--- config.mk ---
export PLATFORM = sky130hd
export DESIGN_NAME = sevenseg_scan
export DESIGN_NICKNAME = d
export VERILOG_FILES = /design/src/rtl/sevenseg_scan.sv
export SDC_FILE = /design/constraint.sdc
export NUM_CORES = 1
export LEC_CHECK = 0
export BUFFER_PORTS_ARGS = -buffer_cell sky130_fd_sc_hd__buf_2
export CELL_PAD_IN_SITES_DETAIL_PLACEMENT = 2
export CELL_PAD_IN_SITES_GLOBAL_PLACEMENT = 2
export CORE_MARGIN = 4
export CORE_UTILIZATION = 34
export CTS_CLUSTER_DIAMETER = 40
export CTS_CLUSTER_SIZE = 25
export DETAILED_ROUTE_END_ITERATION = 6
export GPL_ROUTABILITY_DRIVEN = 0
export GPL_TIMING_DRIVEN = 0
export PLACE_DENSITY = 0.76
export RECOVER_POWER = 25
export SYNTH_ARGS = -nofsm -noshare
export SYNTH_HDL_FRONTEND = slang
export SYNTH_SLANG_ARGS = --single-unit
--- constraint.sdc ---
create_clock -name clk -period 3.2 [get_ports clk]
set_input_delay 0.32 -clock clk [delete_from_list [all_inputs] [get_ports clk]]
set_output_delay 0.32 -clock clk [all_outputs]
set_load 0.01 [all_outputs]
--- src/rtl/sevenseg_scan.sv ---
// sevenseg_scan: time-multiplexed driver for a common-anode 7-segment display.
// Digits and decimal points are snapshotted once per frame, so a scan never
// mixes old and new values. Each digit slot opens with a short all-off gap
// that keeps the previous digit's segments from ghosting onto the next anode.
// Optional feature macro: LEADING_ZERO_BLANK_EN blanks leading zeros on every
// digit except digit 0.
`timescale 1ns/1ps

module sevenseg_scan #(
  parameter int NDIG      = 8,
  parameter int PRESCALE  = 100000,
  parameter int BLANK_CYC = 1000
) (
  input  logic              clk,
  input  logic              reset,
  input  logic              enb,
  input  logic [4*NDIG-1:0] digits,
  input  logic [NDIG-1:0]   dp_in,
  output logic [NDIG-1:0]   an,
  output logic [6:0]        seg,
  output logic              dp
);

  localparam int PW = $clog2(PRESCALE);
  localparam int IW = $clog2(NDIG);

  localparam logic [PW-1:0] PC_LAST   = PW'(PRESCALE - 1);
  localparam logic [PW-1:0] PC_BLANK  = PW'(BLANK_CYC);
  localparam logic [IW-1:0] IDX_LAST  = IW'(NDIG - 1);
  localparam logic [6:0]    SEG_OFF   = 7'h7F;

  typedef enum logic {
    PH_BLANK,
    PH_DRIVE
  } phase_t;

  logic [PW-1:0]     pc_q, pc_d;
  logic [IW-1:0]     idx_q, idx_d;
  logic [4*NDIG-1:0] snap_q, snap_d;
  logic [NDIG-1:0]   snapDp_q, snapDp_d;
  logic [NDIG-1:0]   an_q, an_d;
  logic [6:0]        seg_q, seg_d;
  logic              dp_q, dp_d;

  phase_t            phase;
  logic [3:0]        curDigit;
  logic              curDp;
  logic              suppress;

  // Active-low gfedcba glyphs for decimal digits and hex letters.
  function automatic logic [6:0] decode(input logic [3:0] code);
    logic [6:0] glyph;
    case (code)
      4'h0: glyph = 7'h40;
      4'h1: glyph = 7'h79;
      4'h2: glyph = 7'h24;
      4'h3: glyph = 7'h30;
      4'h4: glyph = 7'h19;
      4'h5: glyph = 7'h12;
      4'h6: glyph = 7'h02;
      4'h7: glyph = 7'h78;
      4'h8: glyph = 7'h00;
      4'h9: glyph = 7'h10;
      4'hA: glyph = 7'h08;
      4'hB: glyph = 7'h03;
      4'hC: glyph = 7'h46;
      4'hD: glyph = 7'h21;
      4'hE: glyph = 7'h06;
      default: glyph = 7'h0E;
    endcase
    return glyph;
  endfunction

  // Slot phase: the first BLANK_CYC cycles of every slot keep all anodes off.
  always_comb begin
    phase = (pc_q < PC_BLANK) ? PH_BLANK : PH_DRIVE;
  end

  // Pick the snapshotted digit and decimal point for the slot being scanned.
  always_comb begin
    curDigit = 4'h0;
    curDp    = 1'b0;
    for (int i = 0; i < NDIG; i++) begin
      if (idx_q == IW'(i)) begin
        curDigit = snap_q[4*i +: 4];
        curDp    = snapDp_q[i];
      end
    end
  end

`ifdef LEADING_ZERO_BLANK_EN
  logic [NDIG-1:0] zeroFromHere;

  // A digit is a leading zero when it and every more-significant digit are 0;
  // digit 0 always shows so a value of zero still reads "0".
  always_comb begin
    logic allZero;
    allZero      = 1'b1;
    zeroFromHere = '0;
    suppress     = 1'b0;
    for (int i = NDIG - 1; i >= 0; i--) begin
      allZero         = allZero & (snap_q[4*i +: 4] == 4'h0);
      zeroFromHere[i] = allZero;
    end
    for (int i = 1; i < NDIG; i++) begin
      if (idx_q == IW'(i)) begin
        suppress = zeroFromHere[i];
      end
    end
  end
`else
  // Every digit is decoded as-is, including leading zeros.
  always_comb begin
    suppress = 1'b0;
  end
`endif

  // Slot prescaler, digit index and once-per-frame snapshot; all hold while enb is low.
  always_comb begin
    pc_d     = pc_q;
    idx_d    = idx_q;
    snap_d   = snap_q;
    snapDp_d = snapDp_q;
    if (enb) begin
      if (pc_q == PC_LAST) begin
        pc_d = '0;
        if (idx_q == IDX_LAST) begin
          idx_d    = '0;
          snap_d   = digits;
          snapDp_d = dp_in;
        end else begin
          idx_d = idx_q + IW'(1);
        end
      end else begin
        pc_d = pc_q + PW'(1);
      end
    end
  end

  // Next display outputs: dark unless scanning and past the blanking gap.
  always_comb begin
    an_d  = '1;
    seg_d = SEG_OFF;
    dp_d  = 1'b1;
    if (enb && (phase == PH_DRIVE)) begin
      an_d  = ~(NDIG'(1) << idx_q);
      seg_d = suppress ? SEG_OFF : decode(curDigit);
      dp_d  = ~curDp;
    end
  end

  // State and registered outputs; reset returns the display to dark and drops the snapshot.
  always_ff @(posedge clk or posedge reset) begin
    if (reset) begin
      pc_q     <= '0;
      idx_q    <= '0;
      snap_q   <= '0;
      snapDp_q <= '0;
      an_q     <= '1;
      seg_q    <= SEG_OFF;
      dp_q     <= 1'b1;
    end else begin
      pc_q     <= pc_d;
      idx_q    <= idx_d;
      snap_q   <= snap_d;
      snapDp_q <= snapDp_d;
      an_q     <= an_d;
      seg_q    <= seg_d;
      dp_q     <= dp_d;
    end
  end

  assign an  = an_q;
  assign seg = seg_q;
  assign dp  = dp_q;

endmodule
* Word-level counts from Yosys, hierarchy flattened *
Memory sizes are Yosys's and may differ from the RTL's.
Cells that the tools add are included.

word-level totals
  register bits = 76
  memory bits (read-only) = 112
  bits of input ports = 43
  word-level logic and storage cells = 48
  memories kept = 1

operators by class
  $add $sub $neg = 2
  order comparisons = 1
  equal/unequal tests = 8
  shift operators = 1
  muxes and demuxes = 22
  bitwise operators = 2
  reductions and logical operators = 4

memories
  name             words  bits a word  rd ports  clocked after memory_dff  write ports  line  RTL
  (no name shown)  16     7            1         0                         0            53    case (code)

operator list
  kind                                                                             number
  4-bit 2-to-1 mux                                                                 8
  17-bit by 1-bit adder with 17-bit output (second input constant)                 1
  17-bit == test (second input constant)                                           1
  17-bit by 10-bit less-than comparator with 1-bit output (second input constant)  1
  17-bit 2-to-1 mux                                                                1
  3-bit == test (second input constant)                                            4
  1-bit 2-to-1 mux                                                                 10
  8-bit 2-to-1 mux                                                                 1
  8-bit NOT                                                                        1
  1-bit by 3-bit << shifter with 8-bit output (first input constant)               1
  7-bit 2-to-1 mux                                                                 1
  3-bit by 2-bit == test with 1-bit output (second input constant)                 2
  3-bit by 1-bit adder with 3-bit output (second input constant)                   1
  3-bit by 1-bit == test with 1-bit output (second input constant)                 1
  3-bit zero test                                                                  1
  3-bit 2-to-1 mux                                                                 1
  3-bit AND reduction                                                              1
  2-bit AND reduction                                                              1
  1-bit logical AND                                                                1
  1-bit NOT                                                                        1

* Logic depth before layout (Yosys ltp) *
  depth after elaboration = 11
  depth in mapped cells = 14
  depth with buffers taken out = 12

* Worst setup path after synthesis *
OpenSTA, ideal clock, no wires.

  path kind = reg2reg
  from = register idx_q[2]
  to = register seg_q[3] (netlist: seg[3])
  setup time = 0.104 ns
  data arrival time = 2.866 ns
  slack = 0.230 ns
  stages on the path, launching flop included = 14
  buffers on the path = 2
  period minus slack after synthesis = 2.970 ns
  cells stage by stage = dfrtp_1 -> buf_2 -> inv_1 -> ha_1 -> buf_4 -> or2_2 -> a21oi_1 -> a211oi_1 -> o31ai_1 -> inv_1 -> ha_1 -> a21oi_1 -> a2111oi_0 -> a41oi_1

between the ends
  cells in the longest elaborated chain, start to end = 11

RTL lines
  item                            line  RTL
  start, declared                 38    logic [IW-1:0] idx_q, idx_d;
  start signal, assigned          164   idx_q <= idx_d;
  3-bit zero test                 84    if (idx_q == IW'(i)) begin
  4-bit 2-to-1 mux (7 in series)  84
  4-bit 2-to-1 mux (*)            84
  memory read 16 x 7 bit (*)      --
  7-bit 2-to-1 mux (*)            145   if (enb && (phase == PH_DRIVE)) begin
  net seg_d[3]                    42    logic [6:0] seg_q, seg_d;
  end signal, assigned            168   seg_q <= seg_d;
  end, declared                   42

The timed path passes the listed nets; every way through them passes the cells marked *.
A chain may end at the register's enable or synchronous reset.

* Final worst setup path *
  from = register idx_q[0]
  to = register seg_q[4] (netlist: seg[4])

The elaborated chain is that of the path after synthesis.

==> impl_metrics.env <==
export IMPL_rows=39
export IMPL_place_area_sq_um=4470
export IMPL_synthFlopType="dfrtp_1"
export IMPL_relSlewSlack_pct=7.59
export IMPL_drive_gt1_share_pct=37.8
export IMPL_holdWs_ns=0.203
export IMPL_placed_cells=540
export IMPL_die_area_sq_um=13500
export IMPL_synth_cell_types=51
export IMPL_io_pins=59
export IMPL_syn_avg_cell_area_sq_um=11.8
export IMPL_cts_sinks=76
export IMPL_hpwlAfterDp_um=7920
export IMPL_avgRoutedWirePerCell_um=20.0
export IMPL_cpMostUsedCell="buf_4"
export IMPL_post_route_util_pct=42.1
export IMPL_initial_core_util_pct=34.8
export IMPL_clockRootBuffer="clkbuf_16"
export IMPL_synth_edff_count=0
export IMPL_syn_area_sq_um=3970
export IMPL_fin_cells=561
export IMPL_cp_slowest_cell="dfrtp_1"
export IMPL_insertion_delay_ns=0.35
export IMPL_hold_end="snap_q[1]"
export IMPL_setup_ws_ns=0.129
export IMPL_post_route_period_util_pct=96.0
export IMPL_grt_pass1_wl_um=18000
export IMPL_worstPathArrival_ns=3.29
export IMPL_via_per_inst=5.22
export IMPL_port_buffer_count=58
export IMPL_r2r_end="seg[4]"
export IMPL_min_path_type="in2reg"
export IMPL_synth_top_cell_area_share_pct=37.8
export IMPL_pwr_density_cell_nw_per_um2=440
export IMPL_dp_slack_ns=-0.419
export IMPL_synthArstFlopShare_pct=100
export IMPL_htree_levels=3
export IMPL_fillers=1208
export IMPL_critical_path_cell_chain="ha_1 > ha_1 > buf_4 > or2_2 > a21oi_1 > a211oi_1 > o31ai_2 > buf_4 > buf_4 > ha_2 > inv_1 > o211ai_1 > o211ai_1 > o311ai_0"
export IMPL_peakVddDrop_uv=394
export IMPL_yosysSeqAreaShare_pct=48.4
export IMPL_fin_area_sq_um=4810
export IMPL_criticalPathCategory="reg2reg"
export IMPL_r2r_start="idx_q[0]"
export IMPL_drv_cap=0
export IMPL_grtUsageTotal_pct=17.8
export IMPL_dr_pass1_iters=4
export IMPL_hp_start="digits[1]"
export IMPL_layout_min_cycle_time_ns=3.07
export IMPL_cts_tree="built"
export IMPL_cts_buffer_depth=2
export IMPL_skew_ns=0.00660
export IMPL_hold_viol=0
export IMPL_grt_max_degree=48
export IMPL_antennaDiodeCount=0
export IMPL_syn_instance_count=338
export IMPL_leakage_nw=2.26
export IMPL_path_clk_slew_ns=0.06
export IMPL_ant_nets=0
export IMPL_ys_ff_latch=76
export IMPL_synth_area_leaders="dfrtp_1 (38%), mux2_4 (15%), dfstp_2 (11%)"
export IMPL_first_iter_violations=80
export IMPL_drc_errors=0
export IMPL_cp_end_kind="flop"
export IMPL_synthesis_nets=394
export IMPL_tightestPinTransition_ns=1.38
export IMPL_min_path_cells=2
export IMPL_max_freq_mhz=326
export IMPL_setup_violations=0
export IMPL_chipHeight_um=116
export IMPL_numCtsBuffers=9
export IMPL_required_ns=3.42
export IMPL_drt_wl_total_um=11200
export IMPL_yosysWarnings=0
export IMPL_setup_tns_ns=0
export IMPL_final_cell_mix="buf_2 (62), dfrtp_1 (60), mux2_4 (40)"
export IMPL_antenna_found_initial=0
export IMPL_grt_overflow=0
export IMPL_status="complete, no violations"
export IMPL_r2r_slack_ns=0.13
export IMPL_coreArea_sq_um=11400
export IMPL_num_vias=2930
export IMPL_yosys_area_top_type="dfrtp_1"
export IMPL_syn_to_final_growth_pct=20.9
export IMPL_nets=469
export IMPL_reg2reg_depth=14
export IMPL_cpPeakStageDelay_ns=0.41
export IMPL_cp_start_kind="flop"
export IMPL_slew_violations=0
export IMPL_final_common_cell="buf_2"
export IMPL_grt_pass1_vias=3352
export IMPL_die_width_um=116
export IMPL_critPathMaxFanout=10
export IMPL_total_power_mw=2.12
area by class of cell:
class | count | area [sq um] | area share [%]
clock buffer | 14 | 264 | 5.49
tap | 143 | 179 | 3.72
sequential | 76 | 1920 | 40.0
buffer | 18 | 171 | 3.57
timing repair buffer | 64 | 335 | 6.98
inverter | 18 | 72.6 | 1.51
clock inverter | 2 | 10.0 | 0.208
multi-input combinational | 226 | 1850 | 38.5
worst max path at each step:
stage | start | end | slack, ns | depth (start not counted)
after floorplan | idx_q[2] | seg[3] | 0.23 | 13
after global placement | idx_q[2] | seg[3] | -0.35 | 13
after detailed placement | idx_q[2] | seg[3] | -0.42 | 13
after CTS | idx_q[2] | seg[3] | 0.04 | 13
after global routing | idx_q[2] | seg[4] | -0.04 | 15
final | idx_q[0] | seg[4] | 0.13 | 14
synth_stat cells (2+ instances only):
cell type and number:
o22ai_1 2, buf_4 3, buf_2 5, a31oi_1 3
nand4_1 5, mux2_4 40, a2bb2oi_1 3, nor2b_1 2
dfstp_2 16, and2_1 2, dfrtp_1 60, nand3_1 16
nand2_1 26, nand3b_1 5, xor2_1 3, inv_1 18
mux2i_1 5, buf_12 4, a211oi_1 2, xnor2_1 11
a221oi_1 4, o311ai_0 3, o21ai_0 16, nor2_1 14
nor4_1 4, buf_6 2, o211ai_1 4, clkbuf_1 4
or3_1 2, a21oi_1 14, o221ai_1 2, and3_1 3
ha_1 13, nor3_1 5
per-layer routing:
metal | up-vias | GRT usage, % | share of wire, %
met1 | 1507 | 21.7 | 44
met2 | 51 | 30.5 | 51
li1 | 1356 | - | -
met5 | - | 0 | 0
met4 | 0 | 7.58 | 2.2
met3 | 16 | 3.52 | 3.4
worst max-delay path: cells and delay by family, from the launching register on:
family / cells / cell delay, ns
AO/OA/AOI/OAI: 6 / 0.94
adder cells (fa/ha/maj): 3 / 0.69
buffers and inverters: 4 / 0.57
AND/OR/NAND/NOR: 1 / 0.32
flip-flops: 1 / 0.41
cell families after synthesis:
group / Yosys count / synth area share [%]
fa+ha+maj: 13 / 4.09
compound gates: 62 / 10.3
xor+xnor: 14 / 3.09
mux: 45 / 16.4
buf+inv: 36 / 5.86
simple gates: 92 / 12.0
flops: 76 / 48.4
where the power goes:
group	switching, mW	internal (mW)
registers	0.0434	0.992
logic	0.0644	0.0527
clock network	0.398	0.566
what timing repair did:
| item | CTS | global route |
|---|---|---|
| gates resized for setup | 6 | 6 |
| hold buffers | 1 | 0 |
| endpoints found under the hold margin | 26 | 0 |
| setup buffers | 3 | 1 |
| cloned | 0 | 0 |
| endpoints found under the setup margin | 7 | 4 |
| pin swaps | 2 | 2 |
sequential cells by signal (all words and copies together), names as in the netlist:
| register | cells |
|---|---|
| an | 8 |
| dp | 1 |
| idx_q | 3 |
| pc_q | 17 |
| seg | 7 |
| snapDp_q | 8 |
| snap_q | 32 |
Power figures use the tool's default switching activity.
